## src/rtl/log_lane_mover.sv

```systemverilog
// River log position generator: once per frame sweeps every lane, stepping its logs at a per-lane rate.
// Optional LOG_LANE_MOVER_SPEEDUP_EN enables the speed_up input that raises speed_level.

module log_lane_mover_lane #(
    parameter int LANE          = 0,
    parameter int LOGS_PER_LANE = 4,
    parameter int SCREEN_W      = 640,
    parameter int LOG_SPACING   = 160,
    parameter int LANE_STAGGER  = 48,
    parameter int BASE_PERIOD   = 2,
    parameter int LVL_W         = 3
) (
    input  logic                               clk_i,
    input  logic                               rst_n_i,
    input  logic                               proc_i,
    input  logic [LVL_W-1:0]                   speed_level_i,
    output logic [LOGS_PER_LANE-1:0][10:0]     x_o,
    output logic                               step_o
);
    localparam int CNT_W     = $clog2(BASE_PERIOD + LANE + 1);
    localparam bit DIR_RIGHT = (LANE % 2) == 0;

    logic [CNT_W-1:0]                 cnt_q, cnt_d;
    logic [LOGS_PER_LANE-1:0][10:0]   x_q, x_d;
    logic                             step_q, step_d;
    int                               period;

    always_comb begin
        period = BASE_PERIOD + LANE - int'(speed_level_i);
        if (period < 1) period = 1;
        cnt_d  = cnt_q;
        x_d    = x_q;
        step_d = 1'b0;
        if (proc_i) begin
            // >= keeps a lane moving when speed_level shrinks the period below the count
            if (int'(cnt_q) >= period - 1) begin
                cnt_d  = '0;
                step_d = 1'b1;
                for (int j = 0; j < LOGS_PER_LANE; j++) begin
                    if (DIR_RIGHT)
                        x_d[j] = (x_q[j] == 11'(SCREEN_W - 1)) ? 11'd0 : x_q[j] + 11'd1;
                    else
                        x_d[j] = (x_q[j] == 11'd0) ? 11'(SCREEN_W - 1) : x_q[j] - 11'd1;
                end
            end else begin
                cnt_d = cnt_q + CNT_W'(1);
            end
        end
    end

    always_ff @(posedge clk_i) begin
        if (!rst_n_i) begin
            cnt_q  <= '0;
            step_q <= 1'b0;
            for (int j = 0; j < LOGS_PER_LANE; j++)
                x_q[j] <= 11'((j * LOG_SPACING + LANE * LANE_STAGGER) % SCREEN_W);
        end else begin
            cnt_q  <= cnt_d;
            step_q <= step_d;
            x_q    <= x_d;
        end
    end

    assign x_o    = x_q;
    assign step_o = step_q;
endmodule

module log_lane_mover #(
    parameter int NUM_LANES     = 5,
    parameter int LOGS_PER_LANE = 4,
    parameter int SCREEN_W      = 640,
    parameter int LOG_SPACING   = 160,
    parameter int LANE_STAGGER  = 48,
    parameter int LANE0_Y       = 80,
    parameter int LANE_PITCH    = 16,
    parameter int BASE_PERIOD   = 2,
    localparam int NUM_LOGS     = NUM_LANES * LOGS_PER_LANE
) (
    input  logic                 CLK,
    input  logic                 RESETn,
    input  logic                 startOfFrame,
    input  logic                 pause,
    input  logic                 speed_up,
    output logic [10:0]          ObjectStartX [NUM_LOGS-1:0],
    output logic [10:0]          ObjectStartY [NUM_LOGS-1:0],
    output logic [NUM_LANES-1:0] lane_step,
    output logic [NUM_LANES-1:0] lane_dir,
    output logic                 busy,
    output logic                 update_done
);
    localparam int LVL_MAX = BASE_PERIOD + NUM_LANES - 2;
    localparam int LVL_W   = (LVL_MAX > 0) ? $clog2(LVL_MAX + 1) : 1;
    localparam int IDX_W   = (NUM_LANES > 1) ? $clog2(NUM_LANES) : 1;

    typedef enum logic {IDLE, UPDATE} state_t;

    state_t                                         state_q;
    logic [IDX_W-1:0]                               lane_idx_q;
    logic                                           done_q;
    logic [LVL_W-1:0]                               speed_lvl;
    logic [NUM_LANES-1:0][LOGS_PER_LANE-1:0][10:0]  lane_x;

    always_ff @(posedge CLK) begin
        if (!RESETn) begin
            state_q    <= IDLE;
            lane_idx_q <= '0;
            done_q     <= 1'b0;
        end else begin
            done_q <= 1'b0;
            case (state_q)
                IDLE: if (startOfFrame && !pause) begin
                    state_q    <= UPDATE;
                    lane_idx_q <= '0;
                end
                UPDATE: if (lane_idx_q == IDX_W'(NUM_LANES - 1)) begin
                    state_q <= IDLE;
                    done_q  <= 1'b1;
                end else begin
                    lane_idx_q <= lane_idx_q + IDX_W'(1);
                end
                default: state_q <= IDLE;
            endcase
        end
    end

`ifdef LOG_LANE_MOVER_SPEEDUP_EN
    always_ff @(posedge CLK) begin
        if (!RESETn)
            speed_lvl <= '0;
        else if (speed_up && speed_lvl < LVL_W'(LVL_MAX))
            speed_lvl <= speed_lvl + LVL_W'(1);
    end
`else
    logic unused_speed_up;
    assign unused_speed_up = speed_up;
    assign speed_lvl       = '0;
`endif

    for (genvar l = 0; l < NUM_LANES; l++) begin : g_lane
        log_lane_mover_lane #(
            .LANE(l), .LOGS_PER_LANE(LOGS_PER_LANE), .SCREEN_W(SCREEN_W),
            .LOG_SPACING(LOG_SPACING), .LANE_STAGGER(LANE_STAGGER),
            .BASE_PERIOD(BASE_PERIOD), .LVL_W(LVL_W)
        ) u_lane (
            .clk_i         (CLK),
            .rst_n_i       (RESETn),
            .proc_i        (state_q == UPDATE && lane_idx_q == IDX_W'(l)),
            .speed_level_i (speed_lvl),
            .x_o           (lane_x[l]),
            .step_o        (lane_step[l])
        );
        assign lane_dir[l] = ((l % 2) == 0);
        for (genvar j = 0; j < LOGS_PER_LANE; j++) begin : g_log
            assign ObjectStartX[l*LOGS_PER_LANE+j] = lane_x[l][j];
            assign ObjectStartY[l*LOGS_PER_LANE+j] = 11'(LANE0_Y + l * LANE_PITCH);
        end
    end

    assign busy        = (state_q == UPDATE);
    assign update_done = done_q;
endmodule

```

## config.mk

```make
export PLATFORM = sky130hd
export DESIGN_NAME = log_lane_mover
export DESIGN_NICKNAME = d
export VERILOG_FILES = /design/src/rtl/log_lane_mover.sv
export SDC_FILE = /design/constraint.sdc
export NUM_CORES = 1
export LEC_CHECK = 0
export BUFFER_PORTS_ARGS = -buffer_cell sky130_fd_sc_hd__buf_2
export CAP_MARGIN = 40
export CORE_UTILIZATION = 40
export DETAILED_ROUTE_END_ITERATION = 6
export PLACE_DENSITY = 0.66
export SLEW_MARGIN = 40
export SYNTH_ARGS = -nofsm -noshare
export SYNTH_HDL_FRONTEND = slang
export SYNTH_SLANG_ARGS = --single-unit
```

## constraint.sdc

```tcl
create_clock -name CLK -period 3.55 [get_ports CLK]
set_input_delay 0.355 -clock CLK [delete_from_list [all_inputs] [get_ports CLK]]
set_output_delay 0.355 -clock CLK [all_outputs]
set_load 0.1 [all_outputs]
```

==> results of run 1 <==
per-stage QoR:
stage | utilization | hold WS (ps) | setup WS [ps] | total power [mW] | instance area (µm²)
after floorplan | - | 432 | 1030 | 4.14 | 14200
after global placement | 0.431 | 442 | 1000 | 3.99 | 14100
after detailed placement | 0.431 | 446 | 968 | 3.99 | 14100
after CTS | 0.461 | 316 | 949 | 7.08 | 15100
after global routing | 0.461 | 332 | 754 | 7.24 | 15100
final | 0.461 | 338 | 976 | 7.01 | 15100
cell usage in the layout (no fill, tap or decap), types with 5 or more instances in the layout:
master and n:
nor3_1 56, clkbuf_8 5, ha_1 40, bufinv_16 5, inv_1 35, or3_1 29
a31oi_1 19, conb_1 225, nor4b_1 13, nand2_1 115, and4_1 9, mux2i_1 5
a21oi_1 74, buf_4 16, dfxtp_1 243, nand2b_1 13, or4_1 13, and3_1 14
clkbuf_1 5, o41ai_1 5, nand3b_1 10, clkbuf_16 29, xor2_1 57, nand4_1 51
nor4_1 46, o211ai_1 5, buf_2 229, nand4b_1 9, xnor2_1 77, o21ai_0 60
nor2_1 137, nand3_1 110, nor3b_1 5
kinds of logic (layout without fill, tap and decap cells):
logic type	after synthesis	count (layout)	share of synthesized area
compound gates	204	204	0.0910
xor+xnor	134	134	0.0878
fa+ha+maj	40	40	0.0374
buf+inv	327	329	0.158
flops	243	243	0.364
mux	5	5	0.00374
other cells	2	225	0.000562
simple gates	658	658	0.258
area by class of cell:
| type | instances | share of cell area |
|---|---|---|
| sequential | 243 | 0.323 |
| timing repair buffer | 246 | 0.0853 |
| multi-input combinational | 1266 | 0.481 |
| tap | 442 | 0.0367 |
| clock buffer | 39 | 0.0540 |
| clock inverter | 8 | 0.0110 |
| inverter | 36 | 0.00905 |
state kept, by name (all words and copies together) (netlist names):
name                  cells
g_lane.u_lane.step_o      5
g_lane.u_lane.x_o       220
g_lane.u_lane.cnt_q      13
lane_idx_q                3
update_done               1
busy                      1
routing by layer:
metal,part of all wire,GRT usage,vias up
met1,0.44,0.226,5358
met2,0.48,0.302,379
li1,-,-,5628
met3,0.064,0.0338,49
met4,0.018,0.0499,0
met5,0,0,-
cell usage after synthesis (5+ instances only):
library cell,number,area share
o211ai_1,5,0.0028
nand2_1,115,0.032
nand2b_1,13,0.0061
or4_1,13,0.0073
and3_1,14,0.0066
a21oi_1,74,0.028
mux2i_1,5,0.0037
nor2_1,137,0.038
a31oi_1,19,0.0089
ha_1,40,0.037
buf_4,230,0.13
nor3_1,56,0.021
nand3_1,110,0.041
clkbuf_1,43,0.012
buf_1,6,0.0017
o21ai_0,60,0.022
or3_1,29,0.014
nor4b_1,13,0.0085
nand3b_1,10,0.0056
buf_2,11,0.0041
nand4b_1,9,0.0059
o41ai_1,5,0.0033
nand4_1,51,0.024
nor4_1,46,0.022
and4_1,9,0.0059
xor2_1,57,0.037
dfxtp_1,243,0.36
nor3b_1,5,0.0028
inv_1,36,0.010
o31ai_1,5,0.0028
xnor2_1,77,0.050
power groups by stage:
stage               Sequential, mW  Clock, mW  Combinational (mW)
floorplan                     2.84          0                1.30
global placement              2.81          0                1.18
detailed placement            2.81          0                1.18
CTS                           2.75       3.15                1.18
global route                  2.75       3.27                1.22
finish                        2.75       3.07                1.19
final timing paths:
kind                                                 from                         to  slack, ps  depth (start not counted)
worst max register to register                       busy   g_lane[2].u_lane.x_o[27]        980                          5
worst min register to register  g_lane[0].u_lane.cnt_q[1]  g_lane[0].u_lane.cnt_q[1]        450                          2
worst min-delay path                               RESETn   g_lane[4].u_lane.x_o[17]        340                          3
worst max-delay path                                 busy   g_lane[2].u_lane.x_o[27]        980                          5
worst max-delay path: stages, from the launching register on:
cell and delay [ps]:
dfxtp_1 730, buf_4 250, nand3b_1 470, nor2_2 630, nand2_1 100, o311ai_0 280
==> qor.yml, run 1 <==
clkPwrFrac: 0.439
worstSkewPairLatency_ps: 540
outcome: "finished, final reports clean"
die_w_um: 185
clk_path_buf_depth: 3
dieHeight_um: 185
p_sw_frac: 0.328
grt_pass1_vias: 10000
path_max_fanout: 19
avgSynthCellArea_um2: 8.29
worst_ep_required_time_ps: 3980
cts-resized-gates: 0
regArea_um2: 4860
cts_setup_buffers: 0
clk_pin_slew_worst_paths_ps: 60
cts_buffers: 28
wl_per_cell_um: 14.0
internal-power_mw: 4.71
stdcell_count: 2280
synth_cells: 1613
drtPass1Iterations: 5
dp_hpwl_um: 22200
io-pin-count: 457
cts_sinks: 243
grt_pass1_wl_um: 50400
wl_um: 31800
nFillCells: 3215
drt-initial-drc-count: 527
ys_warn_count: 0
multi_input_area_um2: 7260
path_class: "reg -> reg"
drc: 0
slew_headroom: 0.503
async_reset_ff_frac: 0
power_density_nw_per_um2: 465
post-route-period-util: 0.725
synth_edf_count: 0
rows: 66
seqPwrFrac: 0.392
core_area_um2: 32700
die_area_um2: 34200
drive_above_1_share: 0.169
grt.overflow.total: 0
cts_root_buffer: "clkbuf_16"
area_growth_pct: 12.8
netSwitchingPower_mw: 2.30
grt_usage: 0.177
maxCapViolations: 0
worst_slew_pin_slew_ps: 744
fin_crit_ps: 2570
start_kind: "flop"
setup_violations: 0
fmax_ghz: 0.388
max-vdd-ir-drop_mv: 0.484
cts_tree: "yes"
ys_seq_area_frac: 0.364
endpoint_kind: "flop"
port_buffers: 230
finalHoldViolCount: 0
tns_ps: 0
ys_ff_latch: 243
gp_congestion: 0.816
ys_types: 68
vias_per_cell: 5.01
start_util: 0.409
ys.flop_type: "dfxtp_1"
num_antenna_cells: 0
slew_viol_final: 0
antenna_found_initial: 0
rsz0062_at_grt: "no"
fin_skew_ps: 5.75
p_leak_nw: 6.14
grt_max_degree: 102
pwr-share-comb: 0.169
syn_area_um2: 13400
htreeDepth: 1
min_path_type: "in -> reg"
vias: 11400
dp_cells: 2233
hold_buffers: 0
antenna_left: 0
nets: 1866
cp.arrival_ps: 3000
(Power assumes the default switching activity.)
==> run 2: changes to the inputs <==
==> constraint.sdc (replaced) <==
create_clock -name CLK -period 2.5 [get_ports CLK]
set_input_delay 0.25 -clock CLK [delete_from_list [all_inputs] [get_ports CLK]]
set_output_delay 0.25 -clock CLK [all_outputs]
set_load 0.1 [all_outputs]
==> qor.yml, run 2 (synthesis results as in run 1) <==
worstSkewPairLatency_ps: 540  # about the same
die_w_um: 185  # unchanged
clk_pin_slew_worst_paths_ps: 60  # about the same
multi_input_area_um2: 7260  # about the same
cts_setup_buffers: 0  # unchanged
antenna_found_initial: 1  # +1
tns_ps: 0  # unchanged
hold_start: "RESETn"
vias_per_cell: 5.00  # about the same
stdcell_count: 2305  # +1.1%
slew_headroom: 0.543  # +0.0403
critPathLaunch: "lane_idx_q[2]"
fmax_ghz: 0.452  # +16%
grt_max_degree: 55  # -46%
num_antenna_cells: 0  # unchanged
grt.overflow.total: 0  # unchanged
post-route-period-util: 0.885  # +0.160
dpl_cell_area_um2: 14300  # +1.2%
path_max_fanout: 11  # -8
grt_usage: 0.177  # +0.000409
port_buffers: 230  # unchanged
r2r-end: "g_lane[4].u_lane.x_o[20]"
wl_per_cell_um: 13.9  # -0.12%
start_util: 0.409  # unchanged
cts_tree: "yes"
final_cell_mix: "dfxtp_1, buf_2, conb_1"
drt-initial-drc-count: 501  # -4.9%
endpoint: "g_lane[4].u_lane.x_o[20]"
dp_hpwl_um: 23100  # +4.0%
area_growth_pct: 13.7
power_mw: 9.74  # +39%
p_leak_nw: 6.22  # +1.4%
stdcell_area_um2: 15200  # +0.86%
fin_skew_ps: 8.34  # +2.58 ps
rows: 66  # unchanged
maxCapViolations: 0  # unchanged
antenna_left: 0  # unchanged
min_path_type: "in -> reg"
vias: 11500  # +1.1%
path_class: "reg -> reg"
rrSetupSlack_ps: 290  # -690 ps
final_common_cell: "dfxtp_1"
nFillCells: 3242  # +0.84%
rr_worst_depth: 6  # +1
cts_root_buffer: "clkbuf_16"
finalHoldViolCount: 0  # unchanged
drtPass1Iterations: 5  # unchanged
die_area_um2: 34200  # unchanged
grt_pass1_wl_um: 50700  # +0.66%
cts_sinks: 243  # unchanged
worst_slew_pin_slew_ps: 679  # -65.5 ps
reg2reg_from: "lane_idx_q[2]"
clk_path_buf_depth: 3  # unchanged
fin_crit_ps: 2210  # -362 ps
cts-resized-gates: 0  # unchanged
nets: 1886  # +1.1%
gp_congestion: 0.833  # +2.1%
htreeDepth: 1  # unchanged
hold_buffers: 0  # unchanged
regArea_um2: 4870  # about the same
dp_cells: 2253  # +0.90%
dieHeight_um: 185  # unchanged
io-pin-count: 457  # unchanged
endpoint_kind: "flop"
start_kind: "flop"
worst_ep_required_time_ps: 2970  # -1010 ps
grt_pass1_vias: 10200  # +1.6%
drc: 0  # unchanged
largest_register_ffs: 220  # unchanged
rsz0062_at_grt: "no"
cts_buffers: 28  # unchanged
setup_violations: 0  # unchanged
core_area_um2: 32700  # unchanged
wl_um: 32100  # +0.97%
power_density_nw_per_um2: 641  # +38%
outcome: "finished, final reports clean"
slew_viol_final: 0  # unchanged
max-vdd-ir-drop_mv: 0.629  # +30%
drive_above_1_share: 0.182  # +0.0128
cp.arrival_ps: 2680  # -320 ps
## run 2: cell count changes in the layout (fill, tap and decap cells not counted), moves of 2 or more
| cell | previous run | this run |
|---|---|---|
| buf_4 | 16 | 35 |
| bufinv_16 | 5 | 2 |
| clkinv_2 | 4 | 9 |
| clkinvlp_4 | 0 | 2 |
## run 2: how the worst min path moves through the flow
stage	end	slack, ps	depth (start not counted)
after floorplan	g_lane[0].u_lane.cnt_q[1]	430	2
after global placement	g_lane[0].u_lane.cnt_q[1]	440	2
after detailed placement	g_lane[0].u_lane.cnt_q[0]	450	2
after CTS	g_lane[2].u_lane.x_o[10]	90	3
after global routing	g_lane[2].u_lane.x_o[10]	100	3
final	g_lane[2].u_lane.x_o[10]	100	3
## run 2: final cells by class
cell class | instances | share of cell area
clock buffers | 38 | 0.0532
repair buffers | 266 | 0.0953
flip-flops and latches | 243 | 0.320
inverters | 36 | 0.00897
clock inverters | 14 | 0.00872
well taps | 442 | 0.0364
multi-input cells | 1266 | 0.477
## run 2: metal layers
layer | GRT usage | share of wire | vias up | wire [µm]
met3 | 0.0326 | 0.060 | 50 | 1930
met2 | 0.301 | 0.47 | 406 | 15100
met5 | 0 | 0 | - | 0
li1 | - | - | 5686 | -
met1 | 0.228 | 0.45 | 5392 | 14300
met4 | 0.0529 | 0.024 | 0 | 779
## run 2: power breakdown
group / leakage [nW] / total [mW] / switching, mW / internal, mW
logic: 3.80 / 1.70 / 1.64 / 0.0566
clock network: 0.467 / 4.15 / 1.68 / 2.47
registers: 1.96 / 3.90 / 0.0146 / 3.88
## run 2: critical path: stages (launching register included)
cell	delay [ps]
dfxtp_1	520
buf_4	220
nand3_1	130
buf_4	230
or4_1	550
or3_1	320
a21oi_1	150
## run 2: stage by stage
step	hold WS, ps	setup WS [ps]	utilization
6_report	105	288	0.465
5_1_grt	105	53.6	0.465
4_1_cts	94.3	233	0.465
3_5_place_dp	448	244	0.436
3_3_place_gp	441	321	0.436
2_1_floorplan	432	72.3	-
==> run 3: changes to the inputs <==
--- a/config.mk
+++ b/config.mk
@@ -9,7 +9,7 @@
 export CAP_MARGIN = 40
 export CORE_UTILIZATION = 40
 export DETAILED_ROUTE_END_ITERATION = 6
-export PLACE_DENSITY = 0.66
+export PLACE_DENSITY = 0.62
 export SLEW_MARGIN = 40
 export SYNTH_ARGS = -nofsm -noshare
 export SYNTH_HDL_FRONTEND = slang
==> qor.yml, run 3 (synthesis results as in run 1) <==
drive_above_1_share: 0.181  # -0.000537
cts_sinks: 243  # unchanged
io-pin-count: 457  # unchanged
dp_hpwl_um: 22900  # -0.69%
path_class: "reg -> reg"
nets: 1888  # +0.11%
die_area_um2: 34200  # unchanged
die_w_um: 185  # unchanged
finalHoldViolCount: 0  # unchanged
min_path_cells: 3  # unchanged
grt_usage: 0.180  # +0.00227
vias: 11500  # -0.27%
cts_buffers: 30  # +7.1%
worst_ep_required_time_ps: 2940  # -30 ps
clk_path_buf_depth: 3  # unchanged
power_density_nw_per_um2: 653  # +2.0%
grt_pass1_vias: 10000  # -1.6%
path_max_fanout: 7  # -4
rsz0062_at_grt: "no"
grt_pass1_wl_um: 51200  # +0.95%
worst_slew_pin_slew_ps: 615  # -63.4 ps
fmax_ghz: 0.432  # -4.4%
grt.overflow.total: 0  # unchanged
gp_congestion: 0.829  # -0.52%
htreeDepth: 1  # unchanged
rrSetupSlack_ps: 190  # -100 ps
outcome: "finished, final reports clean"
final_common_cell: "dfxtp_1"
grt_max_degree: 52  # -5.5%
pwr-share-comb: 0.170  # -0.004
cts_tree: "yes"
clk_pin_slew_worst_paths_ps: 60  # about the same
cp.arrival_ps: 2750  # +70 ps
port_buffers: 230  # unchanged
dieHeight_um: 185  # unchanged
reg2reg_from: "lane_idx_q[0]"
slew_headroom: 0.584  # +0.0406
rows: 66  # unchanged
clkPwrFrac: 0.438  # +0.012
regArea_um2: 4870  # unchanged
max-vdd-ir-drop_mv: 0.476  # -24%
drc: 0  # unchanged
vias_per_cell: 4.99  # -0.27%
wl_um: 32400  # +0.83%
core_area_um2: 32700  # unchanged
setup_violations: 0  # unchanged
area_growth_pct: 14.1
tns_ps: 0  # unchanged
hold_start: "RESETn"
worstSkewPairLatency_ps: 550  # about the same
fin_skew_ps: 17.2  # +8.89 ps
rr_worst_depth: 7  # +1
antenna_left: 0  # unchanged
final_cell_mix: "dfxtp_1, buf_2, conb_1"
min_path_type: "in -> reg"
power_mw: 9.97  # +2.3%
start_util: 0.409  # unchanged
drt-initial-drc-count: 671  # +34%
netSwitchingPower_mw: 3.36  # +0.77%
antenna_found_initial: 0  # -1
post-route-period-util: 0.926  # +0.0407
num_antenna_cells: 0  # unchanged
maxCapViolations: 0  # unchanged
internal-power_mw: 6.61  # +3.1%
start_kind: "flop"
r2r-end: "g_lane[4].u_lane.x_o[8]"
cts_root_buffer: "clkbuf_16"
drtPass1Iterations: 5  # unchanged
p_sw_frac: 0.337  # -0.00504
fin_crit_ps: 2310  # +102 ps
endpoint_kind: "flop"
p_leak_nw: 6.25  # +0.48%
multi_input_area_um2: 7260  # about the same
slew_viol_final: 0  # unchanged
seqPwrFrac: 0.391  # -0.009
nFillCells: 3287  # +1.4%
worstHoldEndpoint: "g_lane[4].u_lane.x_o[34]"
wl_per_cell_um: 14.1  # +0.83%
critPathLaunch: "lane_idx_q[0]"
largest_register_ffs: 220  # unchanged
## run 3: changes by cell type in the layout (fill, tap and decap cells not counted), sizes merged
cell,previous run,this run
clkbuf,38,40
clkinvlp,2,0
bufinv,2,3
inv,36,35
## run 3: power by group through the flow
| stage | logic, mW | clock network, mW | registers [mW] |
|---|---|---|---|
| 2_1_floorplan | 1.85 | 0 | 4.03 |
| 3_3_place_gp | 1.69 | 0 | 3.99 |
| 3_5_place_dp | 1.69 | 0 | 3.99 |
| 4_1_cts | 1.69 | 4.49 | 3.90 |
| 5_1_grt | 1.74 | 4.66 | 3.90 |
| 6_report | 1.70 | 4.37 | 3.90 |
## run 3: worst max-delay path, cell delays in order (launching register included)
cell and delay, ps:
dfxtp_1 340, inv_1 100, ha_1 330, nand3_1 320, buf_4 260, nor4_1 530, nand3_1 160, mux2i_1 150
## run 3: worst max path at each step
stage,to,slack [ps],depth (start not counted)
finish,g_lane[4].u_lane.x_o[8],190,7
global route,g_lane[4].u_lane.x_o[22],50,7
CTS,g_lane[2].u_lane.x_o[0],130,6
detailed placement,g_lane[2].u_lane.x_o[4],140,6
global placement,g_lane[4].u_lane.x_o[10],250,7
floorplan,g_lane[0].u_lane.x_o[23],70,4
## run 3: per-stage QoR
stage               hold WS [ps]  setup slack, ps  instance area [µm²]  cells  utilization
floorplan                    432             72.3                14200   1836            -
global placement             443              255                14300   2253        0.436
detailed placement           448              140                14300   2253        0.436
CTS                          121              132                15200   2305        0.466
global route                 126             49.9                15300   2305        0.466
finish                       130              186                15300   2305        0.466
## run 3: area by class of cell
| type | count | area share |
|---|---|---|
| Multi-Input combinational cell | 1266 | 0.476 |
| Clock buffer | 40 | 0.0557 |
| Clock inverter | 12 | 0.00911 |
| Timing Repair Buffer | 266 | 0.0950 |
| Sequential cell | 243 | 0.319 |
| Inverter | 36 | 0.00894 |
| Tap cell | 442 | 0.0363 |
## run 3: layer usage
layer  GRT usage  vias up  share of wire
met5           0        -              0
met4      0.0473        0          0.017
met3      0.0273       45          0.058
met2       0.304      379           0.48
met1       0.237     5396           0.45
li1            -     5683              -
## run 3: what timing repair did
action,in CTS,in global routing
hold buffers,0,0
resized for setup,0,2
endpoints found under the setup margin,0,7
buffers inserted,0,0
